--- src/rtl/vga_pkg.sv ---
// rtl/vga_pkg.sv - display geometry defaults, colours, sprite codes and accumulator saturation
package vga_pkg;

  localparam int HD_DEF = 640;
  localparam int VD_DEF = 480;
  localparam int PW_DEF = 16;
  localparam int PH_DEF = 16;

  localparam logic [11:0] COL_BLACK = 12'h000;
  localparam logic [11:0] COL_WHITE = 12'hFFF;
  localparam logic [11:0] COL_RED   = 12'hF00;
  localparam logic [11:0] COL_GREEN = 12'h0F0;

  typedef enum logic [1:0] {
    SPR_CLEAR   = 2'd0,
    SPR_OUTLINE = 2'd1,
    SPR_FILL    = 2'd2,
    SPR_ACCENT  = 2'd3
  } sprite_code_e;

  function automatic logic signed [11:0] sat12(input logic signed [12:0] v);
    if (v > 13'sd2047)
      return 12'sh7FF;
    else if (v < -13'sd2048)
      return 12'sh800;
    else
      return v[11:0];
  endfunction

endpackage

--- src/rtl/pointer_rom.sv ---
// rtl/pointer_rom.sv - 16x16x2 arrow bitmap, synchronous read at address {rel_y, rel_x}
module pointer_rom
  import vga_pkg::*;
(
  input  logic         clk,
  input  logic         rst_n,
  input  logic [7:0]   i_addr,
  output sprite_code_e o_code
);

  // Arrow: left edge and diagonal outlined, bottom row outlined, a 4x4 accent patch inside.
  function automatic logic [1:0] pixel_code(input int x, input int y);
    if (x > y)
      return SPR_CLEAR;
    else if (x >= 5 && x <= 8 && y >= 8 && y <= 11)
      return SPR_ACCENT;
    else if (x == 0 || x == y || y == 15)
      return SPR_OUTLINE;
    else
      return SPR_FILL;
  endfunction

  function automatic logic [511:0] build_rom();
    logic [511:0] bits;
    bits = '0;
    for (int y = 0; y < 16; y++)
      for (int x = 0; x < 16; x++)
        bits[(y*16 + x)*2 +: 2] = pixel_code(x, y);
    return bits;
  endfunction

  localparam logic [511:0] ROM_BITS = build_rom();

  sprite_code_e r_code;

  always_ff @(posedge clk or negedge rst_n) begin
    if (!rst_n)
      r_code <= SPR_CLEAR;
    else
      r_code <= sprite_code_e'(ROM_BITS[{i_addr, 1'b0} +: 2]);
  end

  assign o_code = r_code;

endmodule

--- src/rtl/mouse_pointer_overlay.sv ---
// rtl/mouse_pointer_overlay.sv - accumulates mouse deltas, moves the pointer once per frame,
// and composites the sprite over the background with a fixed 2-cycle render latency.
module mouse_pointer_overlay
  import vga_pkg::*;
#(
  parameter int HD = HD_DEF,
  parameter int VD = VD_DEF,
  parameter int PW = PW_DEF,
  parameter int PH = PH_DEF
) (
  input  logic        clk,
  input  logic        rst_n,
  input  logic        m_done_tick,
  input  logic [8:0]  m_xm,
  input  logic [8:0]  m_ym,
  input  logic [2:0]  m_btn,
  input  logic        video_on_in,
  input  logic        hsync_in,
  input  logic        vsync_in,
  input  logic [11:0] pixel_x,
  input  logic [11:0] pixel_y,
  input  logic [11:0] bg_rgb,
  output logic [11:0] rgb,
  output logic        hsync,
  output logic        vsync,
  output logic        video_on,
  output logic [11:0] ptr_x,
  output logic [11:0] ptr_y
);

  localparam int X_MAX = HD - PW;
  localparam int Y_MAX = VD - PH;

  function automatic logic [11:0] clamp(input logic signed [12:0] v,
                                        input logic signed [12:0] hi);
    if (v < 13'sd0)
      return 12'd0;
    else if (v > hi)
      return hi[11:0];
    else
      return v[11:0];
  endfunction

  logic signed [11:0] r_acc_x, r_acc_y;
  logic [2:0]         r_btn_q;
  logic [11:0]        r_ptr_x, r_ptr_y;

  logic signed [12:0] w_dx13, w_dy13, w_sum_x, w_sum_y, w_nx, w_ny;
  logic               w_frame_tick;

  assign w_frame_tick = (pixel_x == 12'd0) && (pixel_y == 12'(VD));
  assign w_dx13  = {{4{m_xm[8]}}, m_xm};
  assign w_dy13  = {{4{m_ym[8]}}, m_ym};
  assign w_sum_x = {r_acc_x[11], r_acc_x} + w_dx13;
  assign w_sum_y = {r_acc_y[11], r_acc_y} - w_dy13;
  assign w_nx    = {1'b0, r_ptr_x} + {r_acc_x[11], r_acc_x};
  assign w_ny    = {1'b0, r_ptr_y} + {r_acc_y[11], r_acc_y};

  // A packet landing on the frame tick seeds the fresh accumulators; the move uses the old ones.
  always_ff @(posedge clk or negedge rst_n) begin
    if (!rst_n) begin
      r_acc_x <= 12'sd0;
      r_acc_y <= 12'sd0;
      r_btn_q <= 3'b000;
      r_ptr_x <= 12'(X_MAX / 2);
      r_ptr_y <= 12'(Y_MAX / 2);
    end else begin
      if (m_done_tick)
        r_btn_q <= m_btn;
      if (w_frame_tick) begin
        r_ptr_x <= clamp(w_nx, 13'(X_MAX));
        r_ptr_y <= clamp(w_ny, 13'(Y_MAX));
        r_acc_x <= m_done_tick ? sat12(w_dx13) : 12'sd0;
        r_acc_y <= m_done_tick ? sat12(-w_dy13) : 12'sd0;
      end else if (m_done_tick) begin
        r_acc_x <= sat12(w_sum_x);
        r_acc_y <= sat12(w_sum_y);
      end
    end
  end

  logic [11:0]  w_off_x, w_off_y;
  logic         w_hit;
  sprite_code_e w_code;

  assign w_off_x = pixel_x - r_ptr_x;
  assign w_off_y = pixel_y - r_ptr_y;
  assign w_hit   = video_on_in && (w_off_x < 12'(PW)) && (w_off_y < 12'(PH));

  // The ROM output register doubles as the S1 register for the sprite address.
  pointer_rom u_rom (
    .clk    (clk),
    .rst_n  (rst_n),
    .i_addr ({w_off_y[3:0], w_off_x[3:0]}),
    .o_code (w_code)
  );

  logic        r_hit, r_von1, r_von2, r_hs1, r_hs2, r_vs1, r_vs2;
  logic [11:0] r_bg, r_rgb;
  logic [11:0] w_sprite_rgb, w_rgb_next;

  always_comb begin
    w_sprite_rgb = r_bg;
    case (w_code)
      SPR_OUTLINE: w_sprite_rgb = COL_BLACK;
      SPR_FILL:    w_sprite_rgb = COL_WHITE;
      SPR_ACCENT:  w_sprite_rgb = r_btn_q[0] ? COL_RED :
                                  (r_btn_q[1] ? COL_GREEN : COL_WHITE);
      default:     w_sprite_rgb = r_bg;
    endcase
    w_rgb_next = COL_BLACK;
    if (r_von1)
      w_rgb_next = r_hit ? w_sprite_rgb : r_bg;
  end

  always_ff @(posedge clk or negedge rst_n) begin
    if (!rst_n) begin
      r_hit  <= 1'b0;
      r_bg   <= 12'h000;
      r_von1 <= 1'b0;
      r_von2 <= 1'b0;
      r_hs1  <= 1'b1;
      r_hs2  <= 1'b1;
      r_vs1  <= 1'b1;
      r_vs2  <= 1'b1;
      r_rgb  <= 12'h000;
    end else begin
      r_hit  <= w_hit;
      r_bg   <= bg_rgb;
      r_von1 <= video_on_in;
      r_von2 <= r_von1;
      r_hs1  <= hsync_in;
      r_hs2  <= r_hs1;
      r_vs1  <= vsync_in;
      r_vs2  <= r_vs1;
      r_rgb  <= w_rgb_next;
    end
  end

  logic w_unused_btn;
  assign w_unused_btn = r_btn_q[2];

  assign rgb      = r_rgb;
  assign hsync    = r_hs2;
  assign vsync    = r_vs2;
  assign video_on = r_von2;
  assign ptr_x    = r_ptr_x;
  assign ptr_y    = r_ptr_y;

endmodule
--- config.mk ---
export PLATFORM = sky130hd
export DESIGN_NAME = mouse_pointer_overlay
export DESIGN_NICKNAME = d
export VERILOG_FILES = /design/src/rtl/vga_pkg.sv /design/src/rtl/pointer_rom.sv /design/src/rtl/mouse_pointer_overlay.sv
export SDC_FILE = /design/constraint.sdc
export NUM_CORES = 1
export LEC_CHECK = 0
export BUFFER_PORTS_ARGS = -buffer_cell sky130_fd_sc_hd__buf_2
export CAP_MARGIN = 20
export CORE_ASPECT_RATIO = 1.75
export CORE_UTILIZATION = 35
export CTS_CLUSTER_SIZE = 10
export DETAILED_ROUTE_END_ITERATION = 8
export SLEW_MARGIN = 20
export SYNTH_ARGS = -nofsm -noshare
export SYNTH_HDL_FRONTEND = slang
export SYNTH_SLANG_ARGS = --single-unit
--- constraint.sdc ---
create_clock -name clk -period 5.75 [get_ports clk]
set_input_delay 0.2875 -clock clk [delete_from_list [all_inputs] [get_ports clk]]
set_output_delay 0.2875 -clock clk [all_outputs]
set_load 0.1 [all_outputs]
======== Yosys cells after proc, flatten, opt, wreduce, memory -nomap -nowiden ========
Index checks and enable logic that the tools add are counted.
word-level totals
  register bits ........................... 83
  bits of input ports ..................... 63
  output and inout bits ................... 39
  logic and storage cells ................. 69
operators by class
  $add $sub $neg .......................... 7
  $lt $le $gt $ge ......................... 14
  equality and inequality tests ........... 4
  shift-type cells ........................ 1
  muxes and demuxes ....................... 23
  reductions and logical operators ........ 5
operator list
  cell                         count
  $shiftx A512 B10 Y2 const A  1
  $mux W12                     22
  $gt A13 B12 Y1 const B       3
  $lt A13 B12 Y1 const B       3
  $pmux W12 S3                 1
  $add A12 B13 Y13             2
  $lt A13 B1 Y1 const B        2
  $lt A12 B5 Y1 const B        2
  $sub A12 B12 Y12             2
  $add A12 B9 Y13              1
  $gt A13 B10 Y1 const B       1
  $gt A13 B11 Y1 const B       1
  $neg A9 Y13                  1
  $sub A12 B9 Y13              1
  $eq A12 B9 Y1 const B        1
  $gt A9 B12 Y1 const B        1
  $logic_not A12 Y1            1
  $lt A9 B12 Y1 const B        1
  $eq A2 B2 Y1 const B         2
  $logic_and A1 B1 Y1          3
  $eq A2 B1 Y1 const B         1
  $reduce_bool A2 Y1           1

======== Logic depth before layout (Yosys ltp) ========
  word-level depth ........................ 6
  mapped depth ............................ 12
  mapped depth without buffers ............ 12

======== Cells and area by module ========
From an unflattened synthesis, not the netlist that was laid out.
second synthesis, totals
  cells, all modules ...................... 895
  area, all modules ....................... 7714.9 µm²
by module, submodules not included
  module                 times used  cells each  area an instance (µm²)  sequential area each (µm²)
  mouse_pointer_overlay  1           830         7171.9                  2042.0
  pointer_rom            1           65          543.0                   50.0

======== Least setup slack after synthesis ========
Ideal clock, no wire load.
  path type ............................... register to register
  start ................................... register r_ptr_y[2] (netlist: ptr_y[2])
  end ..................................... register r_ptr_y[4] (netlist: ptr_y[4])
  setup time .............................. 0.094 ns
  arrival ................................. 3.167 ns
  required time ........................... 5.656 ns
  setup slack ............................. 2.489 ns
  stages on the path, launching flop included .. 10
  path buffers ............................ 0
  period minus slack after synthesis ...... 3.261 ns
  cells stage by stage .................... dfrtp_1 -> ha_1 -> nor2b_1 -> o31a_1 -> or4_1 -> a21oi_1 -> xor2_1 -> or4_1 -> and3b_1 -> a211oi_1
between the ends
  longest elaborated chain between the ends .. 4
  elaborated cells between the ends (all ways) .. 5
  classes of those cells .................. add/sub (1); order compare (2); mux (2)
RTL lines
  element                 line                         text
  from (decl)             mouse_pointer_overlay.sv:46  logic [11:0] r_ptr_x, r_ptr_y;
  from (signal assigned)  mouse_pointer_overlay.sv:66  r_ptr_y <= 12'(Y_MAX / 2);
  from (signal assigned)  mouse_pointer_overlay.sv:72  r_ptr_y <= clamp(w_ny, 13'(Y_MAX));
  $add A12 B13 Y13 (*)    mouse_pointer_overlay.sv:57  assign w_ny = {1'b0, r_ptr_y} + {r_acc_y[11], r_acc_y};
  $gt A13 B10 Y1          mouse_pointer_overlay.sv:38  else if (v > hi)
  $mux W12                mouse_pointer_overlay.sv:38
  $mux W12 (*)            mouse_pointer_overlay.sv:36  if (v < 13'sd0)
Mark *: on every way between the ends. The rest lies on a longest branch, timed or not.
A chain may end at the register's enable or synchronous reset.

======== Final worst setup path ========
  start ................................... register r_acc_x[1]
  end ..................................... register r_acc_x[2]
between the ends
  longest elaborated chain between the ends .. 6
  elaborated cells between the ends (all ways) .. 7
  classes of those cells .................. add/sub (1); order compare (2); mux (4)
RTL lines
  element                 line                         text
  from (decl)             mouse_pointer_overlay.sv:44  logic signed [11:0] r_acc_x, r_acc_y;
  from (signal assigned)  mouse_pointer_overlay.sv:73  r_acc_x <= m_done_tick ? sat12(w_dx13) : 12'sd0;
  from (signal assigned)  mouse_pointer_overlay.sv:76  r_acc_x <= sat12(w_sum_x);
  $add A12 B9 Y13 (*)     mouse_pointer_overlay.sv:54  assign w_sum_x = {r_acc_x[11], r_acc_x} + w_dx13;
  $lt A13 B12 Y1          vga_pkg.sv:24                else if (v < -13'sd2048)
  $mux W12                vga_pkg.sv:24
  $mux W12 (*)            vga_pkg.sv:22                if (v > 13'sd2047)
  $mux W12 (*)            mouse_pointer_overlay.sv:75  end else if (m_done_tick) begin
  $mux W12 (*)            mouse_pointer_overlay.sv:70  if (w_frame_tick) begin
Mark *: on every way between the ends. The rest lies on a longest branch, timed or not. The select of a mux whose other input is x is not followed.

==> flow_summary_export.csv <==
group,metric,value,unit
clocking,cts_max_path_buffers,2,
worst_setup_path,worst_path_largest_cell_delay,0.88,ns
timing,rsz0062_at_grt,"no",
power,power.density,419,nW/um2
route,viasPerCell,5.49,
timing,final_critical_path_setup_slack,2.46,ns
clocking,cts_root_buf,"clkbuf_16",
layout,num-nets-final,1079,
worst_setup_path,cp_data_arrival_time,3.56,ns
layout,num-fill-cells,2044,
power,p_leak,0.00381,uW
clocking,cts-buffers-inserted,9,
placed_design,preCtsSetupSlack,2.54,ns
grt,grt_max_degree,53,
worst_setup_path,cp-start-kind,"flop",
worst_setup_path,crit_type,"flop to flop",
power,max-vdd-ir-drop,218,uV
route,detail_route.wirelength,19700,um
grt,antenna_found_initial,0,
grt,grt_pass1_vias,6552,
clocking,clk-insertion-delay-late,0.35,ns
floorplanning,die_x,110,um
timing,finalCritPeriodShare,57.3,%
placed_design,place.gp.congestion,0.876,
logic_synthesis,synth.yosys.seq_area_share,29.4,%
layout,final_common_cell,"buf_2",
timing,hold_viol,0,
route,routed-via-count,6500,
worst_setup_path,cpMostUsedCell,"nor2_1",
logic_synthesis,number_of_enable_type_register_cells_in_the_synthesized_netlist,0,
floorplanning,initial_core_util,35.9,%
clocking,cts_htree_levels,3,
layout,layout_common_cells,"buf_2 (99), ha_1 (77), nand2_1 (75)",
worst_setup_path,crit_path_top_delay_cell,"a41oi_1",
grt,groute.usage.overall,19.7,%
min_path,worstHoldPathCells,1,
timing,finClkSkew,0.0106,ns
logic_synthesis,synth_area,7110,um2
logic_synthesis,synth_cell_types,77,
timing,worst_slew_pin_slew,1.03,ns
floorplanning,rows,68,
timing,final_max_slew_viol_count,0,
route,post_drt_wl_per_cell,16.6,um
clocking,cts.sink_count,83,
route,final_antenna_net_count,0,
layout,insertedDiodeCount,0,
layout,ratio_of_cells_with_drive_above_1_in_the_final_layout,16.0,%
placed_design,number_of_buffer_cells_added_on_primary_ports,100,
timing,final.setup.tns,0,ns
clocking,tritoncts,"yes",
logic_synthesis,ys_warn_count,0,
logic_synthesis,post_synth.cell_area_avg,8.49,um2
worst_setup_path,critical_path_peak_fanout,11,
worst_setup_path,timing.critical_path.required,6.01,ns
timing,worst_slew_margin_rel,30.2,%
logic_synthesis,synth_flop_cell,"dfrtp_1",
worst_setup_path,worstSetupEndpointType,"flop",
min_path,holdCritPathClass,"input pin to flop",
worst_setup_path,ff2ff_path_depth,8,
grt,gr-total-overflow,0,
power,total_power,3430,uW
worst_setup_path,crit_path_start,"r_acc_x[1]",
placed_design,hpwl,16100,um
floorplanning,floorplan.core_area,19800,um2
min_path,min-delay-start,"bg_rgb[1]",
logic_synthesis,postSynth.asyncResetShare,100,%
timing,clock.fmax,304,MHz
route,drt_iter0_markers,220,
clocking,post_cts.resized_instances,0,
floorplanning,number_of_i_o_pins,102,
layout,ff_latch_area,2090,um2
route,first_pass_iters,4,
worst_setup_path,path_cells,"ha_1, a211oi_1, nor2_1, a2111oi_0, nor2_1, a41oi_1, a31oi_1, o22ai_1",
timing,timing.final.crit_period,3.29,ns
flow_run,cap_violations,0,
run_status,status,"finished clean",
logic_synthesis,synthesis.nets,984,
worst_setup_path,critical_register_to_register_path_startpoint,"r_acc_x[1]",
layout,combined_area_of_the_multi_input_logic_cells,4710,um2
floorplanning,chipHeight,191,um
floorplanning,die_area,20900,um2
route,drc,0,
grt,grt_pass1_wl,31600,um
clocking,path_clk_slew,0.06,ns
layout,areaGrowthSynthToFinish,15.1,%
logic_synthesis,synth_cells,838,
logic_synthesis,postSynthRegisterBits,83,
timing,final-setup-viol-count,0,
-- path summary, 6_finish.rpt --
path / end / slack (ns)
max in group asynchronous: ptr_y[9] / 4.31
min in group asynchronous: r_bg[1] / 0.40
min: r_bg[1] / 0.04
min reg2reg: hsync / 0.35
max reg2reg: r_acc_x[2] / 2.46
max: r_acc_x[2] / 2.46
-- metal layers --
layer  share of wire [%]  up-vias  global-route usage [%]  wire (um)
li1                    -     3255                       -          -
met3                 3.7       35                    2.94        725
met1                  37     3068                    19.9       7330
met5                   0        -                       0          0
met4                 3.9        0                    9.85        773
met2                  55      142                    37.8      10800
-- where the power goes --
part / switching [uW] / total, uW / internal, uW
clock: 238 / 599 / 361
sequential: 99.4 / 790 / 691
combinational: 1190 / 2040 / 852
-- cells in the mapped netlist, drive strengths merged (5+ instances only) --
| cell | instances | area (um2) |
|---|---|---|
| o21bai | 7 | 52.6 |
| o21a | 13 | 97.6 |
| nor3 | 14 | 70.1 |
| a211oi | 12 | 90.1 |
| dfstp | 12 | 315 |
| a21boi | 10 | 75.1 |
| dfrtp | 71 | 1780 |
| o22ai | 21 | 150 |
| nor2b | 17 | 106 |
| nor2 | 58 | 218 |
| o21ai | 71 | 359 |
| nand2b | 15 | 93.8 |
| buf | 5 | 30.0 |
| a21oi | 72 | 360 |
| o31a | 8 | 70.1 |
| clkbuf | 17 | 63.8 |
| inv | 59 | 221 |
| a31oi | 10 | 62.6 |
| or4 | 6 | 48.8 |
| xor2 | 24 | 210 |
| nand3 | 17 | 97.6 |
| nand4 | 5 | 31.3 |
| mux2i | 6 | 60.1 |
| and3 | 9 | 56.3 |
| nor4 | 11 | 90.1 |
| ha | 77 | 963 |
| maj3 | 5 | 50.1 |
| a21o | 17 | 128 |
| nand2 | 75 | 282 |
| fa | 6 | 120 |
| xnor2 | 21 | 184 |
-- sequential cells by signal, indices dropped and copies added, names as in the netlist --
name and flops:
rgb 12, r_vs1 1, r_hit 1, u_rom.o_code 2, vsync 1, r_acc_y 12, hsync 1, ptr_x 12
r_bg 12, r_von1 1, ptr_y 12, video_on 1, r_btn_q 2, r_hs1 1, r_acc_x 12
-- per-stage QoR --
step / instances / cell area, um2 / hold slack (ns) / utilization, %
6_report: 1183 / 8190 / 0.0439 / 41.3
5_1_grt: 1183 / 8190 / 0.0348 / 41.3
4_1_cts: 1183 / 8190 / 0.0379 / 41.3
3_5_place_dp: 1166 / 7870 / 0.238 / 39.7
3_3_place_gp: 1166 / 7870 / 0.241 / 39.7
2_1_floorplan: 838 / 7110 / -0.00809 / -
-- critical path, delay by kind of cell (launching register included) --
family                   cells  cell delay [ns]
AO/OA/AOI/OAI                5             2.15
flip-flops                   1             0.44
adder cells (fa/ha/maj)      1             0.32
AND/OR/NAND/NOR              2             0.28
-- cell type report --
cell class | instances | share of cell area [%]
clock buffer | 13 | 3.18
timing repair buffer | 106 | 6.73
clock inverter | 3 | 0.566
multi-input combinational | 674 | 57.5
tap | 245 | 3.75
inverter | 59 | 2.71
sequential | 83 | 25.6
-- cell families after synthesis --
kind of cell / Yosys count / share of synthesized area [%]
XOR/XNOR: 45 / 5.54
AND/OR/NAND/NOR: 252 / 18.0
buffers and inverters: 81 / 4.43
multiplexers: 9 / 1.48
flip-flops: 83 / 29.4
AO/OA/AOI/OAI: 280 / 25.2
adder cells (fa/ha/maj): 88 / 15.9
-- timing repair --
action / in CTS / in global routing
hold endpoints to repair: 31 / 0
buffers inserted: 0 / 0
hold buffers: 1 / 0
No activity file was read; power rests on OpenSTA's default activity.
